[config.mk]
export PLATFORM = sky130hd
export DESIGN_NAME = if_fetch_unit
export DESIGN_NICKNAME = d
export VERILOG_FILES = /design/src/rtl/mips_pipeline_pkg.sv /design/src/rtl/if_id_stage_register.sv /design/src/rtl/if_fetch_unit.sv
export SDC_FILE = /design/constraint.sdc
export NUM_CORES = 1
export LEC_CHECK = 0
export CORE_UTILIZATION = 46
export CTS_CLUSTER_DIAMETER = 80
export CTS_CLUSTER_SIZE = 10
export DETAILED_ROUTE_END_ITERATION = 8
export GPL_ROUTABILITY_DRIVEN = 0
export GPL_TIMING_DRIVEN = 1
export PLACE_DENSITY = 0.91
export SLEW_MARGIN = 15
export SYNTH_ARGS = -nofsm -noshare
export SYNTH_HDL_FRONTEND = slang
export SYNTH_SLANG_ARGS = --single-unit
[constraint.sdc]
create_clock -name clk -period 3.11 [get_ports clk]
set_clock_uncertainty 0.05 [all_clocks]
set_input_delay 0.311 -clock clk [delete_from_list [all_inputs] [get_ports clk]]
set_output_delay 0.311 -clock clk [all_outputs]
set_load 0.02 [all_outputs]
[src/rtl/mips_pipeline_pkg.sv]
// Shared MIPS pipeline definitions: fetch states and fetch constants.
package mips_pipeline_pkg;

  typedef enum logic [1:0] {
    BOOT = 2'd0,
    RUN  = 2'd1,
    HALT = 2'd2
  } fetch_state_t;

  localparam logic [31:0] NOP_INSTRUCTION  = 32'h0000_0000;
  localparam logic [31:0] PC_RESET_DEFAULT = 32'h0040_0000;
  localparam int unsigned INSTR_BYTES      = 4;

endpackage

[src/rtl/if_id_stage_register.sv]
// IF/ID pipeline register with stall-hold and flush-to-bubble.
module if_id_stage_register
  import mips_pipeline_pkg::*;
#(
  parameter int NBits = 32
) (
  input  logic             clk,
  input  logic             rst_n,
  input  logic             stall,
  input  logic             flush,
  input  logic [NBits-1:0] next_instruction,
  input  logic [NBits-1:0] next_pc_4,
  output logic [NBits-1:0] instruction,
  output logic [NBits-1:0] pc_4,
  output logic             valid
);

  // Flush beats stall so a squash is never lost behind a hold.
  always_ff @(posedge clk or negedge rst_n) begin
    if (!rst_n) begin
      instruction <= NBits'(NOP_INSTRUCTION);
      pc_4        <= '0;
      valid       <= 1'b0;
    end else if (flush) begin
      instruction <= NBits'(NOP_INSTRUCTION);
      pc_4        <= '0;
      valid       <= 1'b0;
    end else if (!stall) begin
      instruction <= next_instruction;
      pc_4        <= next_pc_4;
      valid       <= 1'b1;
    end
  end

endmodule

[src/rtl/if_fetch_unit.sv]
// MIPS IF stage: PC, next-PC select, IF/ID register.
// Optional perf counters under IF_PERF_COUNTERS_EN.
module if_fetch_unit
  import mips_pipeline_pkg::*;
#(
  parameter int               NBits        = 32,
  parameter int               MEMORY_DEPTH = 512,
  parameter logic [NBits-1:0] PC_RESET     = NBits'(PC_RESET_DEFAULT)
) (
  input  logic             clk,
  input  logic             reset,
  input  logic             stall,
  input  logic             redirect_valid,
  input  logic [NBits-1:0] redirect_target,
  output logic [NBits-1:0] imem_addr,
  input  logic [NBits-1:0] imem_data,
  output logic [NBits-1:0] id_instruction,
  output logic [NBits-1:0] id_pc_4,
  output logic             id_valid,
  output logic             flush_downstream,
  output logic             halted,
  output logic             misalign_err
`ifdef IF_PERF_COUNTERS_EN
  ,
  output logic [NBits-1:0] perf_fetched,
  output logic [NBits-1:0] perf_stalled,
  output logic [NBits-1:0] perf_flushed
`endif
);

  fetch_state_t     state, state_next;
  logic [NBits-1:0] pc, pc_next, pc_plus4;
  logic [NBits-1:0] target_aligned;
  logic             pc_in_range;
  logic             target_in_range;
  logic             take_redirect;
  logic             fetch;
  logic             hold;
  logic             bubble;
  logic             flush_next;
  logic             misalign_next;

  function automatic logic in_range(input logic [NBits-1:0] a);
    logic [NBits-1:0] off;
    off = a - PC_RESET;
    return (a >= PC_RESET) &&
           ((off >> 2) < NBits'(MEMORY_DEPTH));
  endfunction

  assign pc_plus4        = pc + NBits'(INSTR_BYTES);
  assign target_aligned  = {redirect_target[NBits-1:2], 2'b00};
  assign pc_in_range     = in_range(pc);
  assign target_in_range = in_range(target_aligned);
  assign imem_addr       = pc;
  assign halted          = (state == HALT);

  always_comb begin
    state_next    = state;
    pc_next       = pc;
    flush_next    = 1'b0;
    misalign_next = misalign_err;
    take_redirect = 1'b0;
    fetch         = 1'b0;
    hold          = 1'b0;
    bubble        = 1'b0;
    unique case (state)
      BOOT: begin
        if (stall) begin
          hold = 1'b1;
        end else begin
          bubble     = 1'b1;
          state_next = RUN;
        end
      end
      RUN: begin
        if (redirect_valid) begin
          take_redirect = 1'b1;
        end else if (stall) begin
          hold = 1'b1;
        end else if (!pc_in_range) begin
          bubble     = 1'b1;
          state_next = HALT;
        end else begin
          fetch   = 1'b1;
          pc_next = pc_plus4;
        end
      end
      HALT: begin
        // Only an in-range target can revive fetch.
        if (redirect_valid && target_in_range) begin
          take_redirect = 1'b1;
          state_next    = RUN;
        end else if (stall) begin
          hold = 1'b1;
        end else begin
          bubble = 1'b1;
        end
      end
      default: begin
        state_next = BOOT;
        bubble     = 1'b1;
      end
    endcase
    if (take_redirect) begin
      pc_next    = target_aligned;
      bubble     = 1'b1;
      flush_next = 1'b1;
      if (|redirect_target[1:0]) misalign_next = 1'b1;
    end
  end

  always_ff @(posedge clk or negedge reset) begin
    if (!reset) begin
      state            <= BOOT;
      pc               <= PC_RESET;
      flush_downstream <= 1'b0;
      misalign_err     <= 1'b0;
    end else begin
      state            <= state_next;
      pc               <= pc_next;
      flush_downstream <= flush_next;
      misalign_err     <= misalign_next;
    end
  end

  if_id_stage_register #(
    .NBits(NBits)
  ) u_if_id (
    .clk             (clk),
    .rst_n           (reset),
    .stall           (hold),
    .flush           (bubble),
    .next_instruction(imem_data),
    .next_pc_4       (pc_plus4),
    .instruction     (id_instruction),
    .pc_4            (id_pc_4),
    .valid           (id_valid)
  );

`ifdef IF_PERF_COUNTERS_EN
  logic run_st;
  assign run_st = (state == RUN);

  always_ff @(posedge clk or negedge reset) begin
    if (!reset) begin
      perf_fetched <= '0;
      perf_stalled <= '0;
      perf_flushed <= '0;
    end else if (run_st) begin
      if (fetch && !(&perf_fetched))
        perf_fetched <= perf_fetched + 1'b1;
      if (hold && !(&perf_stalled))
        perf_stalled <= perf_stalled + 1'b1;
      if (take_redirect && !(&perf_flushed))
        perf_flushed <= perf_flushed + 1'b1;
    end
  end
`endif

endmodule

### Yosys cells after proc, flatten, opt, wreduce, memory -nomap -nowiden

Index checks and enable logic that the tools add are counted.

| operators by class | value |
|---|---|
| equal/unequal tests | 10 |
| $lt $le $gt $ge | 4 |
| add/sub/neg operators | 3 |
| reduce and logical (&&, ||, !) cells | 10 |
| mux-type cells | 32 |

Operator list:

| operator | count |
|---|---|
| $mux 32 | 9 |
| $ge 32x23->1 const B | 2 |
| $sub 32x23->32 const B | 2 |
| $lt 30x10->1 const B | 2 |
| $add 32x3->32 const B | 1 |
| $mux 1 | 14 |
| $mux 2 | 5 |
| $ne 2x2->1 const B | 5 |
| $ne 2x1->1 const B | 3 |
| $pmux 1 s3 | 2 |
| $pmux 2 s3 | 1 |
| $reduce_and 5->1 | 1 |
| $reduce_and 4->1 | 1 |
| $reduce_bool 2->1 | 2 |
| $logic_and 1x1->1 | 3 |
| $eq 2x1->1 const B | 1 |
| $eq 2x2->1 const B | 1 |
| $logic_not 2->1 | 1 |
| $pmux 1 s2 | 1 |
| $reduce_and 2->1 | 1 |
| $reduce_or 2->1 | 1 |

| word-level totals | value |
|---|---|
| bits of input ports | 68 |
| register bits after elaboration | 101 |

### Longest topological paths before layout

| logic depth | value |
|---|---|
| depth in word-level cells | 9 |
| mapped depth | 9 |
| depth with buffers taken out | 7 |

### Modules after synthesis

From an unflattened synthesis, not the netlist that was laid out.

| unflattened totals | value |
|---|---|
| cell total of the unflattened synthesis | 440 |
| area total of the unflattened synthesis | 4822.1 um2 |

Modules (own cells, without submodules):

| module | area an instance (um2) | sequential area each (um2) | cells each | instances |
|---|---|---|---|---|
| if_id_stage_register | 2638.8 | 1626.6 | 209 | 1 |
| if_fetch_unit | 2183.3 | 852.1 | 231 | 1 |

### Worst setup path after synthesis

OpenSTA, ideal clock, no wires.

| timing path | value |
|---|---|
| kind | register to register |
| start | reg pc[2] (netlist: imem_addr[2]) |
| end | reg u_if_id.pc_4[30] |
| slack | 857 ps |
| data arrival time | 2131 ps |
| stages on the path, launching flop included | 8 |
| path buffers | 1 |
| required time | 2987 ps |
| clock period less this slack | 2253 ps |
| cell sequence | dfrtp_1 ha_1 nand3_1 or4_1 clkbuf_2 or3_1 a21o_1 a21oi_2 |

| between the ends | value |
|---|---|
| word-level cells in the longest chain between the ends | 9 |
| elaborated cells between the ends (all ways) | 13 |
| classes of those cells | add/sub (2); order compare (2); eq/ne (1); mux (7); reduce/logical (1) |

RTL lines:

| element | line | source |
|---|---|---|
| from (decl) | if_fetch_unit.sv:32 | `logic [NBits-1:0] pc, pc_next, pc_plus4;` |
| from (signal assigned) | if_fetch_unit.sv:120 | `pc <= pc_next;` |
| $sub 32x23->32 | if_fetch_unit.sv:45 | `off = a - PC_RESET;` |
| $lt 30x10->1 | if_fetch_unit.sv:47 | `((off >> 2) < NBits'(MEMORY_DEPTH));` |
| $logic_and 1x1->1 | if_fetch_unit.sv:46 | `return (a >= PC_RESET) &&` |
| $mux 1 | if_fetch_unit.sv:80 | `end else if (!pc_in_range) begin` |
| $mux 1 | if_fetch_unit.sv:78 | `end else if (stall) begin` |
| $mux 1 | if_fetch_unit.sv:76 | `if (redirect_valid) begin` |
| $pmux 1 s3 | if_fetch_unit.sv:66 | `unique case (state)` |
| $mux 1 | if_fetch_unit.sv:104 | `if (take_redirect) begin` |
| $ne 2x2->1 (no line) or $mux 32 (tied branches) | - |  |
| to (signal assigned) | if_id_stage_register.sv:30 | `pc_4 <= next_pc_4;` |
| to (decl) | if_id_stage_register.sv:14 | `output logic [NBits-1:0] pc_4,` |

Parallel ways exist; a longest one is shown, timed or not. The select of a mux whose other input is x is not followed.
A chain may end at the register's enable or synchronous reset.

### Final worst setup path

| timing path | value |
|---|---|
| start | reg pc[22] (netlist: imem_addr[22]) |
| end | reg u_if_id.pc_4[23] |

Same word-level chain as after synthesis.

==> key figures <==
Synth
  • Number of synthesized flops with an enable pin: 0
  • Post-synthesis sequential area ratio: 50.2%
  • Netlist Area Pre-Place: 4890 sq um
  • Ys async rst share: 100%
  • Unique cell type count in the Yosys netlist: 53
  • Cells after Synth: about 470
  • Synth Register Bits: 98
  • Mapped Avg Cell Area: 10.3 sq um
  • YS warnings: 0
  • Top FF cell, synth: dfrtp_1

Floorplanning
  • Initial Util: 47.4%
  • Total die area: 11000 sq um
  • Die Span X: 105 um
  • Die Span Y: 105 um
  • Placement row count: 37
  • Placeable Area: 10300 sq um
  • IO Pins: 168

Timing
  • Slew Limit Fails: 0
  • Setup_tns: 0 ns
  • Worst Max-Slew Pin Slew: 0.813 ns
  • Maximum clock frequency: about 0.4 GHz
  • Period minus WS final: ~2.5 ns
  • Slew margin rel.: 45.8%
  • Fin crit share: between 80% and 90%
  • Final hold vios: 0
  • Final setup viols: 0
  • RSZ-0062 raised after global routing: no
  • Post-route setup slack: ~0.61 ns

Cells and area
  • Layout Cells excl Fill: 768
  • Final instance area: 6880 sq um
  • Commonest cells after routing, fill and taps aside: clkdlybuf4s50_1 (164), dfrtp_1 (97), nor2_1 (58)
  • P&R area growth vs syn: 40.7%
  • Ant diodes: 0
  • Commonest non-fill, non-tap cell in the layout: clkdlybuf4s50_1
  • Final #Nets: 701
  • Share of cells above drive strength 1: 9.34%

Run
  • Max-Cap Viols: 0

Detailed routing
  • Vias: 4530
  • Residual DRC count: 0
  • Routed wire per std cell: 18.7 um
  • Routed WL: 14400 um
  • Drt first pass iters: 5
  • Vias/cell: 5.90
  • Post-DRT Antenna Nets: 0
  • Drt initial violations: 276

Clock network
  • CTS tree: done
  • H-tree Lvls: 3
  • Clk_lat worst skew: between 0.3 and 0.4 ns
  • CTS Hold Bufs: 1
  • Number of buffers created by CTS: 9
  • # Post-CTS Setup Buffers: 0
  • Reg clk slew, reported paths: 0.09 ns
  • Root Buffer: clkbuf_8
  • CTS sink cnt: 98
  • Post_cts resized: 0
  • Clock Path Buffers: 2

Worst hold path
  • Hold crit path type: reg -> reg

Pwr
  • Comb pwr share: 51.7%
  • Psw: between 0.003 and 0.004 W
  • Switching portion of total power: 42.8%
  • LEAKAGE: 2.82 nW
  • Worst VDD drop: about 0.66 mV
  • Internal power: 0.00402 W
  • P per Cell Area: 1020 nW/um^2
  • Sequential share of power: 34.5%
  • Clk network pwr share: 13.8%
  • Total Power: 0.00702 W

Placed design
  • DP Area: 6640 sq um
  • PortBufs: 165
  • Detail Placement HPWL: 10400 um
  • Setup WS pre-CTS: 0.374 ns
  • Placed Cells: around 750

Global route
  • First-pass GRT wire length: ~23000 um
  • Vias in the first global route: 4580
  • Met2 usage: 44.2%
  • Antenna violations before repair: 0
  • Remaining Overflow, GRT: 0
  • Met1 Use GR: 33.9%
  • Met3 Use GR: slightly below 5%
  • Largest net degree at the start of global routing: 65
  • Global Route Usage Sum: 26.8%
  • Global routing's busiest layer: met2

Worst setup path
  • Kind of critical path: reg -> reg
  • Crit-path max FO: 27
  • Crit start category: flip-flop
  • CP Capture Type: flip-flop
  • Crit path DAT: ~2.8 ns
  • Worst path required time: 3.36 ns

Run status
  • Status: finished, final reports clean
-- metrics by stage --
stage	utilization, %	hold slack [ns]
6_report	66.6	0.427
5_1_grt	66.6	0.437
4_1_cts	66.6	0.430
3_5_place_dp	64.3	0.401
3_3_place_gp	64.3	0.389
2_1_floorplan	-	-0.0346
-- kinds of logic (layout without fill, tap and decap cells) --
kind of cell | after synthesis | after routing | synth area share, %
mux | 23 | 23 | 5.17
flops | 98 | 98 | 50.2
xor+xnor | 15 | 15 | 2.69
compound gates | 114 | 114 | 16.7
other cells | 1 | 2 | 0.0767
simple gates | 175 | 175 | 18.5
buf+inv | 43 | 200 | 5.37
fa+ha+maj | 5 | 5 | 1.28
-- routing by layer --
metal,wire length [um],vias to the layer above
met3,859,40
met4,461,0
met1,5970,2235
met5,0,-
li1,-,2055
met2,7090,200
-- area by class of cell --
| class | count | area (sq um) |
|---|---|---|
| Clock buffer | 10 | 128 |
| Clock inverter | 5 | 104 |
| Fill cell | 777 | 3450 |
| Inverter | 7 | 26.3 |
| Multi-Input combinational cell | 334 | 2200 |
| Sequential cell | 98 | 2450 |
| Tap cell | 136 | 170 |
| Timing Repair Buffer | 178 | 1800 |
-- critical path, cell delays in order, from the launching register on --
cell and delay [ns]:
dfstp_2 0.63, nor4b_1 0.37, nand2_1 0.15, or3_1 0.36
a211o_2 0.50, buf_12 0.22, a21oi_1 0.14
-- path summary, 6_finish.rpt --
kind                            slack, ns                       from                                  to  cells after the start
worst max-delay path                 0.61  imem_addr[22]$_DFFE_PN1P_        u_if_id.pc_4[23]$_DFFE_PN0P_                      6
worst min-delay path                 0.43   misalign_err$_DFFE_PN0P_            misalign_err$_DFFE_PN0P_                      1
worst max register to register       0.61  imem_addr[22]$_DFFE_PN1P_        u_if_id.pc_4[23]$_DFFE_PN0P_                      6
worst min register to register       0.43   misalign_err$_DFFE_PN0P_            misalign_err$_DFFE_PN0P_                      1
max in group asynchronous            1.77                      reset           imem_addr[22]$_DFFE_PN1P_                      3
min in group asynchronous            0.50                      reset  u_if_id.instruction[0]$_DFFE_PN0P_                      2
-- sequential cells by signal (all words and copies together) (netlist names) --
register,count
u_if_id.instruction,32
u_if_id.pc_4,31
imem_addr,30
state,2
flush_downstream,1
misalign_err,1
u_if_id.valid,1
-- cell usage after synthesis, types with 2 or more instances --
| master | instances | area [sq um] |
|---|---|---|
| nor3_1 | 8 | 40.0 |
| clkbuf_1 | 13 | 48.8 |
| nor2_1 | 58 | 218 |
| inv_1 | 7 | 26.3 |
| buf_4 | 9 | 67.6 |
| a31oi_1 | 2 | 12.5 |
| a22oi_1 | 47 | 353 |
| nor4b_1 | 3 | 26.3 |
| mux2_2 | 18 | 203 |
| a221o_1 | 8 | 80.1 |
| a21oi_1 | 14 | 70.1 |
| nor4_2 | 2 | 25.0 |
| or4_1 | 3 | 22.5 |
| o21ai_0 | 15 | 75.1 |
| o21ai_1 | 4 | 20.0 |
| mux2i_1 | 5 | 50.1 |
| nor4_1 | 19 | 119 |
| nand2_1 | 30 | 113 |
| and4_1 | 3 | 26.3 |
| dfrtp_1 | 97 | 2430 |
| a2bb2oi_1 | 2 | 17.5 |
| and3_1 | 5 | 31.3 |
| o21a_1 | 3 | 22.5 |
| xor2_1 | 7 | 61.3 |
| buf_2 | 5 | 25.0 |
| or3_1 | 2 | 12.5 |
| ha_1 | 5 | 62.6 |
| nand4_2 | 2 | 25.0 |
| buf_6 | 8 | 90.1 |
| nand4_1 | 8 | 50.1 |
| nand2b_1 | 3 | 18.8 |
| o31a_1 | 10 | 87.6 |
| nand3_1 | 13 | 65.1 |
| nor2b_1 | 10 | 62.6 |
| xnor2_1 | 8 | 70.1 |
-- power by group through the flow --
stage / Sequential (W) / Combinational, W / Clock, W
floorplan: 0.00279 / 0.00164 / 0
global placement: 0.00239 / 0.00351 / 0
detailed placement: 0.00241 / 0.00362 / 0
CTS: 0.00239 / 0.00364 / 0.000991
global route: 0.00249 / 0.00387 / 0.00104
finish: 0.00242 / 0.00363 / 0.000970
Power figures use the tool's default switching activity.
